## src/rtl/window_threshold_detector.sv

```systemverilog
// window_threshold_detector
// Multi-channel sliding-window ones counter with a runtime threshold compare.
// Each channel keeps its last WINDOW accepted bits and a running ones count.
// The count is updated incrementally, never by popcount.
//
// Ports:
//   clk        clock, rising edge
//   reset      asynchronous, active-high
//   clear      synchronous flush of all window state (wins over in_valid)
//   in_valid   qualifies in_data
//   in_data    one bit per channel
//   threshold  compare threshold, used on each accepted sample
//   mode       00 >=, 01 ==, 10 <=, 11 >
//   out_valid  one-cycle pulse after each accepted sample
//   hit        per-channel registered compare result
//   count      per-channel ones count, channel c at [c*CNT_W +: CNT_W]
//   primed     high once WINDOW samples accepted since reset/clear
module window_threshold_detector #(
    parameter int unsigned  CHANNELS = 4,
    parameter int unsigned  WINDOW   = 8,
    localparam int unsigned CNT_W    = $clog2(WINDOW + 1)
) (
    input  logic                      clk,
    input  logic                      reset,
    input  logic                      clear,
    input  logic                      in_valid,
    input  logic [CHANNELS-1:0]       in_data,
    input  logic [CNT_W-1:0]          threshold,
    input  logic [1:0]                mode,
    output logic                      out_valid,
    output logic [CHANNELS-1:0]       hit,
    output logic [CHANNELS*CNT_W-1:0] count,
    output logic                      primed
);

    logic [WINDOW-1:0]   shift_q [CHANNELS];
    logic [WINDOW-1:0]   shift_d [CHANNELS];
    logic [CNT_W-1:0]    count_q [CHANNELS];
    logic [CNT_W-1:0]    count_d [CHANNELS];
    logic [CNT_W-1:0]    fill_q;
    logic [CNT_W-1:0]    fill_d;
    logic [CHANNELS-1:0] hit_q;
    logic [CHANNELS-1:0] hit_d;
    logic                out_valid_q;
    logic                out_valid_d;
    logic                primed_q;
    logic                primed_d;

    // Threshold compare; an out-of-range threshold naturally yields 0 for
    // >=, ==, > and 1 for <=.
    function automatic logic compare_hit(input logic [CNT_W-1:0] cnt,
                                         input logic [CNT_W-1:0] thr,
                                         input logic [1:0]       md);
        case (md)
            2'b00:   return cnt >= thr;
            2'b01:   return cnt == thr;
            2'b10:   return cnt <= thr;
            default: return cnt > thr;
        endcase
    endfunction

    // Next-state logic for windows, counts, fill and status.
    always_comb begin
        shift_d     = shift_q;
        count_d     = count_q;
        hit_d       = hit_q;
        fill_d      = fill_q;
        primed_d    = primed_q;
        out_valid_d = 1'b0;

        if (clear) begin
            for (int unsigned c = 0; c < CHANNELS; c++) begin
                shift_d[c] = '0;
                count_d[c] = '0;
            end
            hit_d    = '0;
            fill_d   = '0;
            primed_d = 1'b0;
        end else if (in_valid) begin
            for (int unsigned c = 0; c < CHANNELS; c++) begin
                shift_d[c] = {shift_q[c][WINDOW-2:0], in_data[c]};
                // Increment and decrement are exclusive, so the count never
                // leaves 0..WINDOW: a set outgoing bit implies count >= 1,
                // and a clear one implies count <= WINDOW-1.
                if (in_data[c] && !shift_q[c][WINDOW-1]) begin
                    count_d[c] = count_q[c] + CNT_W'(1);
                end else if (!in_data[c] && shift_q[c][WINDOW-1]) begin
                    count_d[c] = count_q[c] - CNT_W'(1);
                end
                hit_d[c] = compare_hit(count_d[c], threshold, mode);
            end
            if (fill_q != CNT_W'(WINDOW)) begin
                fill_d = fill_q + CNT_W'(1);
            end
            primed_d    = (fill_d == CNT_W'(WINDOW));
            out_valid_d = 1'b1;
        end
    end

    // State registers.
    always_ff @(posedge clk or posedge reset) begin
        if (reset) begin
            for (int unsigned c = 0; c < CHANNELS; c++) begin
                shift_q[c] <= '0;
                count_q[c] <= '0;
            end
            hit_q       <= '0;
            fill_q      <= '0;
            primed_q    <= 1'b0;
            out_valid_q <= 1'b0;
        end else begin
            for (int unsigned c = 0; c < CHANNELS; c++) begin
                shift_q[c] <= shift_d[c];
                count_q[c] <= count_d[c];
            end
            hit_q       <= hit_d;
            fill_q      <= fill_d;
            primed_q    <= primed_d;
            out_valid_q <= out_valid_d;
        end
    end

    // Pack per-channel counts onto the output bus.
    always_comb begin
        count = '0;
        for (int unsigned c = 0; c < CHANNELS; c++) begin
            count[c*CNT_W +: CNT_W] = count_q[c];
        end
    end

    assign hit       = hit_q;
    assign out_valid = out_valid_q;
    assign primed    = primed_q;

endmodule

```

## config.mk

```make
export PLATFORM = sky130hd
export DESIGN_NAME = window_threshold_detector
export DESIGN_NICKNAME = d
export VERILOG_FILES = /design/src/rtl/window_threshold_detector.sv
export SDC_FILE = /design/constraint.sdc
export NUM_CORES = 1
export LEC_CHECK = 0
export CORE_ASPECT_RATIO = 1.4
export CORE_MARGIN = 1.5
export CORE_UTILIZATION = 45
export DETAILED_ROUTE_END_ITERATION = 6
export PLACE_DENSITY_LB_ADDON = 0.08
export SETUP_SLACK_MARGIN = 0.02
export SLEW_MARGIN = 20
export SYNTH_ARGS = -nofsm -noshare
export SYNTH_HDL_FRONTEND = slang
export SYNTH_SLANG_ARGS = --single-unit
```

## constraint.sdc

```tcl
create_clock -name clk -period 4.8 [get_ports clk]
set_input_delay 0.96 -clock clk [delete_from_list [all_inputs] [get_ports clk]]
set_output_delay 0.96 -clock clk [all_outputs]
set_load 0.02 [all_outputs]
```

==> impl_metrics.py, run 1 <==
metrics = {
    "timing": {
        "tns_ps": 0,
        "finalSetupViolCount": 0,
        "timing.max_slew.rel_slack_pct": 31.0,
        "hold_viol": 0,
        "tightestPinTransition_ps": 1030,
        "min_period_ps": 3270,
        "rsz0062_at_grt": "no",
        "fin_worst_skew_ps": 8.89,
        "worst_hold_slack_ps": 519,
        "final.period_utilization_pct": 68.2,
        "max_clock_freq_ghz": 0.306,
        "slew_violations": 0,
    },
    "yosys": {
        "synth_mux_area_share_pct": 10.8,
        "yosysWarnings": 0,
        "ys_async_sr_fraction_pct": 100,
        "synth_fa_ha_area_share_pct": 9.22,
        "synth-main-ff-cell": "dfrtp_1",
        "synthXorXnorAreaFrac_pct": 6.45,
        "synthSimpleGateAreaFrac_pct": 19.2,
        "syn_nets": 395,
        "synth_edf_count": 0,
        "ys_seq_area_share_pct": 41.1,
        "synth_compound_area_share_pct": 9.18,
        "synth_top_family_by_area": "simple AND/OR/NAND/NOR gates",
        "netlist_area_mm2": 0.00353,
        "netlist_instances": 355,
        "ys_ff_latch": 58,
        "ys_types": 39,
        "synth_area_per_cell_um2": 9.94,
    },
    "global_route": {
        "antenna_found_initial": 0,
        "grt_max_degree": 47,
        "grt_use_total_pct": 18.9,
        "gr-total-overflow": 0,
        "grt_pass1_wl_um": 12400,
        "grt_pass1_vias": 2564,
    },
    "pwr": {
        "ir_drop_mv": 0.152,
        "power.net_switching_mw": 0.306,
        "p_seq_share_pct": 42.5,
        "p_int_mw": 0.907,
        "swShare_pct": 25.2,
        "p_total_mw": 1.21,
        "p_leak_nw": 2.09,
        "power.density_mw_per_mm2": 291,
        "clock_power_share_pct": 44.0,
        "pwr-share-comb_pct": 13.5,
    },
    "route": {
        "first_pass_iters": 4,
        "vias_per_cell": 5.30,
        "drtIter0Drc": 128,
        "via_count": 2600,
        "wl_per_cell_um": 14.6,
        "drt-total-wl_um": 7170,
        "ant_nets": 0,
        "drc": 0,
    },
    "floorplanning": {
        "die_area_mm2": 0.00839,
        "design.core.area_mm2": 0.00765,
        "fp.dieW_um": 77.9,
        "start_util_pct": 46.1,
        "die_y_um": 108,
        "pin_count": 36,
        "fp-row-count": 38,
    },
    "outcome": {
        "status": "completed",
    },
    "place": {
        "dpl_cell_area_mm2": 0.00393,
        "io_buffers": 35,
        "dp_cells": 475,
        "dpl.hpwl_um": 4790,
        "gp_congestion": 0.829,
    },
    "worst_setup_path": {
        "path_cells": "clkdlybuf4s50_1 -> or4b_1 -> o22ai_1 -> xor2_1 -> ha_1 -> a21o_1 -> or3b_1 -> a311oi_1",
        "cp-end-kind": "flip-flop",
        "path_delay_family": "simple AND/OR/NAND/NOR gates",
        "crit_fanout": 8,
        "critPathMaxStageDelay_ps": 540,
        "worst-setup-path-type": "in2reg",
        "crit_path_start": "in_data[3]",
        "required_ps": 5040,
        "arrival_ps": 3510,
        "regToRegStartpoint": "count[12]",
        "cp-start-kind": "primary input",
        "slowest_stage": "clkdlybuf4s50_1",
        "cp_num_buf_inv": 1,
    },
    "clocking": {
        "clk_latency_ps": 340,
        "post_cts_buffers": 0,
        "clockBufferDepth": 2,
        "clkTransAtPathRegs_ps": 70,
        "cts.repair.resized": 0,
        "cts_buffers": 9,
        "cts_root_buf": "clkbuf_8",
        "cts_sinks": 58,
        "cts_tree": "done",
        "hold_buffers": 0,
        "htreeDepth": 3,
    },
    "min_path": {
        "hold_path_class": "reg2reg",
        "min_from": "shift_q[22]",
    },
    "cells_and_area": {
        "layout.nets": 426,
        "fin_area_mm2": 0.00417,
        "regArea_mm2": 0.00145,
        "multi_input_area_mm2": 0.00194,
        "diodes": 0,
        "finalNonFillerCells": 491,
        "layout-drive-gt1-share_pct": 6.65,
        "nFillCells": 689,
        "area_growth_pct": 18.1,
    },
    "job": {
        "drv_cap": 0,
    },
}
-- final timing paths --
path	to	slack, ps	depth (start not counted)
worst max register to register	hit[3]	1910	9
min in group asynchronous	count[8]	1140	2
worst min-delay path	shift_q[22]	520	2
worst max-delay path	hit[3]	1530	8
max in group asynchronous	shift_q[15]	2890	3
worst min register to register	shift_q[22]	520	2
-- cell families after synthesis --
| kind of cell | after synthesis |
|---|---|
| multiplexers | 38 |
| flip-flops | 58 |
| XOR/XNOR | 26 |
| adder cells (fa/ha/maj) | 26 |
| buffers and inverters | 33 |
| AND/OR/NAND/NOR | 126 |
| AO/OA/AOI/OAI | 48 |
-- metal layers --
metal	vias to the layer above	track usage, %	wire, um
met5	-	0	0
met4	0	6.75	106
met3	9	5.17	277
met2	46	29.9	3410
met1	1255	24.6	3370
li1	1290	-	-
-- synthesized netlist by cell type, types with 3 or more instances --
cell type	count	area [um2]
or3b_2	3	26.3
nor2b_1	10	62.6
dfrtp_1	58	1450
nand2_1	8	30.0
inv_1	15	56.3
nand2b_1	6	37.5
or3b_1	4	35.0
nand4_1	6	37.5
and3b_1	7	61.3
xnor2_1	14	123
a311oi_1	4	35.0
a21oi_1	4	20.0
clkbuf_1	9	33.8
mux2i_1	38	380
o21ai_0	14	70.1
or4b_1	3	30.0
ha_1	26	325
nand3_1	3	15.0
o211ai_1	4	30.0
and3_1	4	25.0
o211a_1	4	40.0
nor2_1	61	229
xor2_1	12	105
nor3b_1	4	30.0
buf_2	5	25.0
o22ai_1	6	37.5
a21o_1	8	60.1
-- state kept, by name (all words and copies together), names as in the netlist --
name       flops
count         16
fill_q         4
hit            4
out_valid      1
primed         1
shift_q       32
-- metrics by stage --
step                      util [%]  setup slack (ps)
after floorplan                  -              1820
after global placement        51.4              1240
after detailed placement      51.4              1170
after CTS                     54.5              1530
after global routing          54.5              1320
final                         54.5              1530
-- power groups by stage --
stage               Sequential [mW]  Clock (mW)  Combinational, mW
finish                        0.516       0.534              0.164
global route                  0.518       0.574              0.184
CTS                           0.516       0.546              0.166
detailed placement            0.525           0              0.165
global placement              0.525           0              0.161
floorplan                     0.531           0              0.103
-- tightest hold or removal path, stage by stage, from the launching register on --
cell and delay, ps:
dfrtp_1 350, mux2i_1 60, nor2_1 70
-- layout by cell type, fill, tap and decap left out, drive strengths merged, types with 3 or more instances in the layout --
master         Yosys  routed
clkdlybuf4s50      0      33
or3b               7       7
buf                9       5
nand3              3       3
dfrtp             58      58
or4b               3       3
nor2              61      61
nand2b             6       6
xnor2             14      14
a311oi             4       4
clkbuf             9      12
ha                26      26
nand2              8       8
o21ai             14      14
nor3b              4       4
and3               4       4
mux2i             38      38
xor2              12      12
inv               15      15
and3b              8       8
nor2b             10      10
o22ai              6       6
o211a              4       4
nand4              6       6
o211ai             4       4
a21o               8       8
a21oi              4       4
-- cell type report --
class                           instances  share of cell area, %
Timing Repair Buffer                   38                   8.70
Clock inverter                          4                   1.74
Inverter                               15                   1.35
Tap cell                              100                   3.00
Sequential cell                        58                   34.8
Clock buffer                           12                   3.96
Multi-Input combinational cell        264                   46.4
Note: power is estimated with default switching activity, not from simulation.
==> run 2, diff against run 1 <==
- clock period: 4.8 -> 2.9 ns (I/O delays scaled with it)
==> impl_metrics.py, run 2 (synthesized netlist as in run 1, its figures left out) <==
metrics = {
    "outcome": {
        "status": "completed",
    },
    "clocking": {
        "cts_buffers": 9,
        "clk_latency_ps": 360,
        "cts_tree": "done",
        "clockBufferDepth": 2,
        "hold_buffers": 0,
        "cts_sinks": 58,
        "cts_root_buf": "clkbuf_8",
        "htreeDepth": 3,
        "clkTransAtPathRegs_ps": 70,
    },
    "timing": {
        "slew_violations": 0,
        "hold_viol": 0,
        "max_clock_freq_ghz": 0.362,
        "finalSetupViolCount": 0,
        "worst_hold_slack_ps": 519,
        "final.period_utilization_pct": 95.1,
        "rsz0062_at_grt": "no",
        "timing.max_slew.rel_slack_pct": 62.5,
        "worst_slack_ps": 141,
        "min_period_ps": 2760,
        "tightestPinTransition_ps": 562,
        "tns_ps": 0,
        "fin_worst_skew_ps": 11.2,
    },
    "global_route": {
        "gr-total-overflow": 0,
        "grt_max_degree": 40,
        "grt_pass1_wl_um": 13000,
        "antenna_found_initial": 0,
        "grt_use_total_pct": 20.3,
        "grt_pass1_vias": 2715,
    },
    "cells_and_area": {
        "final_cell_mix": "nor2_1, dfrtp_1, mux2i_1",
        "final_common_cell": "nor2_1",
        "multi_input_area_mm2": 0.00194,
        "layout.nets": 448,
        "regArea_mm2": 0.00145,
        "layout-drive-gt1-share_pct": 11.4,
        "diodes": 0,
        "nFillCells": 686,
        "largest_reg_flops": 32,
        "reg.largest.list": "shift_q (32), count (16)",
        "largest-register": "shift_q",
        "area_growth_pct": 22.2,
        "finalNonFillerCells": 513,
    },
    "worst_setup_path": {
        "required_ps": 3160,
        "cp-end-kind": "flip-flop",
        "cp-endpoint": "hit[2]",
        "regToRegStartpoint": "count[12]",
        "ff2ff_path_depth": 9,
        "r2r-end": "hit[3]",
        "worst-setup-path-type": "in2reg",
        "crit_fanout": 3,
        "arrival_ps": 3020,
        "cp-start-kind": "primary input",
        "reg2reg_slack_ps": 180,
        "crit_path_start": "in_data[2]",
    },
    "floorplanning": {
        "pin_count": 36,
        "die_y_um": 108,
        "start_util_pct": 46.1,
        "fp-row-count": 38,
        "design.core.area_mm2": 0.00765,
        "fp.dieW_um": 77.9,
        "die_area_mm2": 0.00839,
    },
    "route": {
        "ant_nets": 0,
        "drt-total-wl_um": 7450,
        "drtIter0Drc": 155,
        "dr_wl_met2_um": 3640,
        "vias_per_cell": 5.22,
        "met1_length_um": 3350,
        "wl_per_cell_um": 14.5,
        "via_count": 2680,
        "top_layer_used": "met4",
        "first_pass_iters": 4,
        "drc": 0,
        "met3_length_um": 317,
    },
    "min_path": {
        "hold_path_class": "reg2reg",
    },
    "pwr": {
        "p_total_mw": 1.86,
        "power.density_mw_per_mm2": 431,
        "p_leak_nw": 2.19,
        "ir_drop_mv": 0.313,
    },
    "place": {
        "io_buffers": 35,
        "dpl.hpwl_um": 5050,
        "dp_slack_ps": -225,
        "gp_congestion": 0.831,
        "dp_cells": 496,
    },
    "job": {
        "drv_cap": 0,
    },
}
run 2: changes by cell type in the layout (fill, tap and decap cells not counted), sizes merged:
cell / before / now
clkinvlp: 1 / 0
bufinv: 2 / 0
clkbuf: 12 / 14
buf: 5 / 27
clkinv: 1 / 2
run 2: metal layers:
metal / vias to the layer above / global-route usage (%)
met1: 1282 / 25.1
met4: 0 / 8.83
li1: 1344 / -
met2: 44 / 32.5
met5: - / 0
met3: 10 / 6.02
run 2: how the worst min path moves through the flow:
stage,from,depth (start not counted),slack [ps],end
2_1_floorplan,shift_q[24],2,490,shift_q[24]
3_3_place_gp,shift_q[3],2,500,shift_q[4]
3_5_place_dp,shift_q[3],2,510,shift_q[4]
4_1_cts,shift_q[3],2,520,shift_q[4]
5_1_grt,shift_q[4],2,550,shift_q[4]
6_report,shift_q[5],2,520,shift_q[6]
run 2: layout make-up:
cell class	count	area share [%]
timing repair buffer	60	12.8
tap	100	2.90
clock inverter	2	0.232
sequential	58	33.7
inverter	15	1.31
multi-input combinational	264	45.1
clock buffer	14	4.00
run 2: critical path, cell delays in order:
cell	delay, ps
clkdlybuf4s50_1	440
or4b_1	470
o22ai_1	190
xor2_1	240
ha_1	300
a21o_1	200
or3b_1	360
a311oi_2	240
run 2: power by group:
group,leakage (nW),total [mW],internal (mW),switching (mW)
clock,0.0965,0.705,0.378,0.327
sequential,0.797,0.847,0.831,0.0162
combinational,1.29,0.305,0.139,0.166
run 2: metrics by stage:
step / utilization, % / instance area [um2]
2_1_floorplan: - / 3530
3_3_place_gp: 53.8 / 4120
3_5_place_dp: 53.8 / 4120
4_1_cts: 56.1 / 4300
5_1_grt: 56.3 / 4310
6_report: 56.3 / 4310
run 2: timing repair:
action                                  CTS  global route
setup buffers                             0             1
gates resized for setup                   0             2
endpoints found under the setup margin    0             3
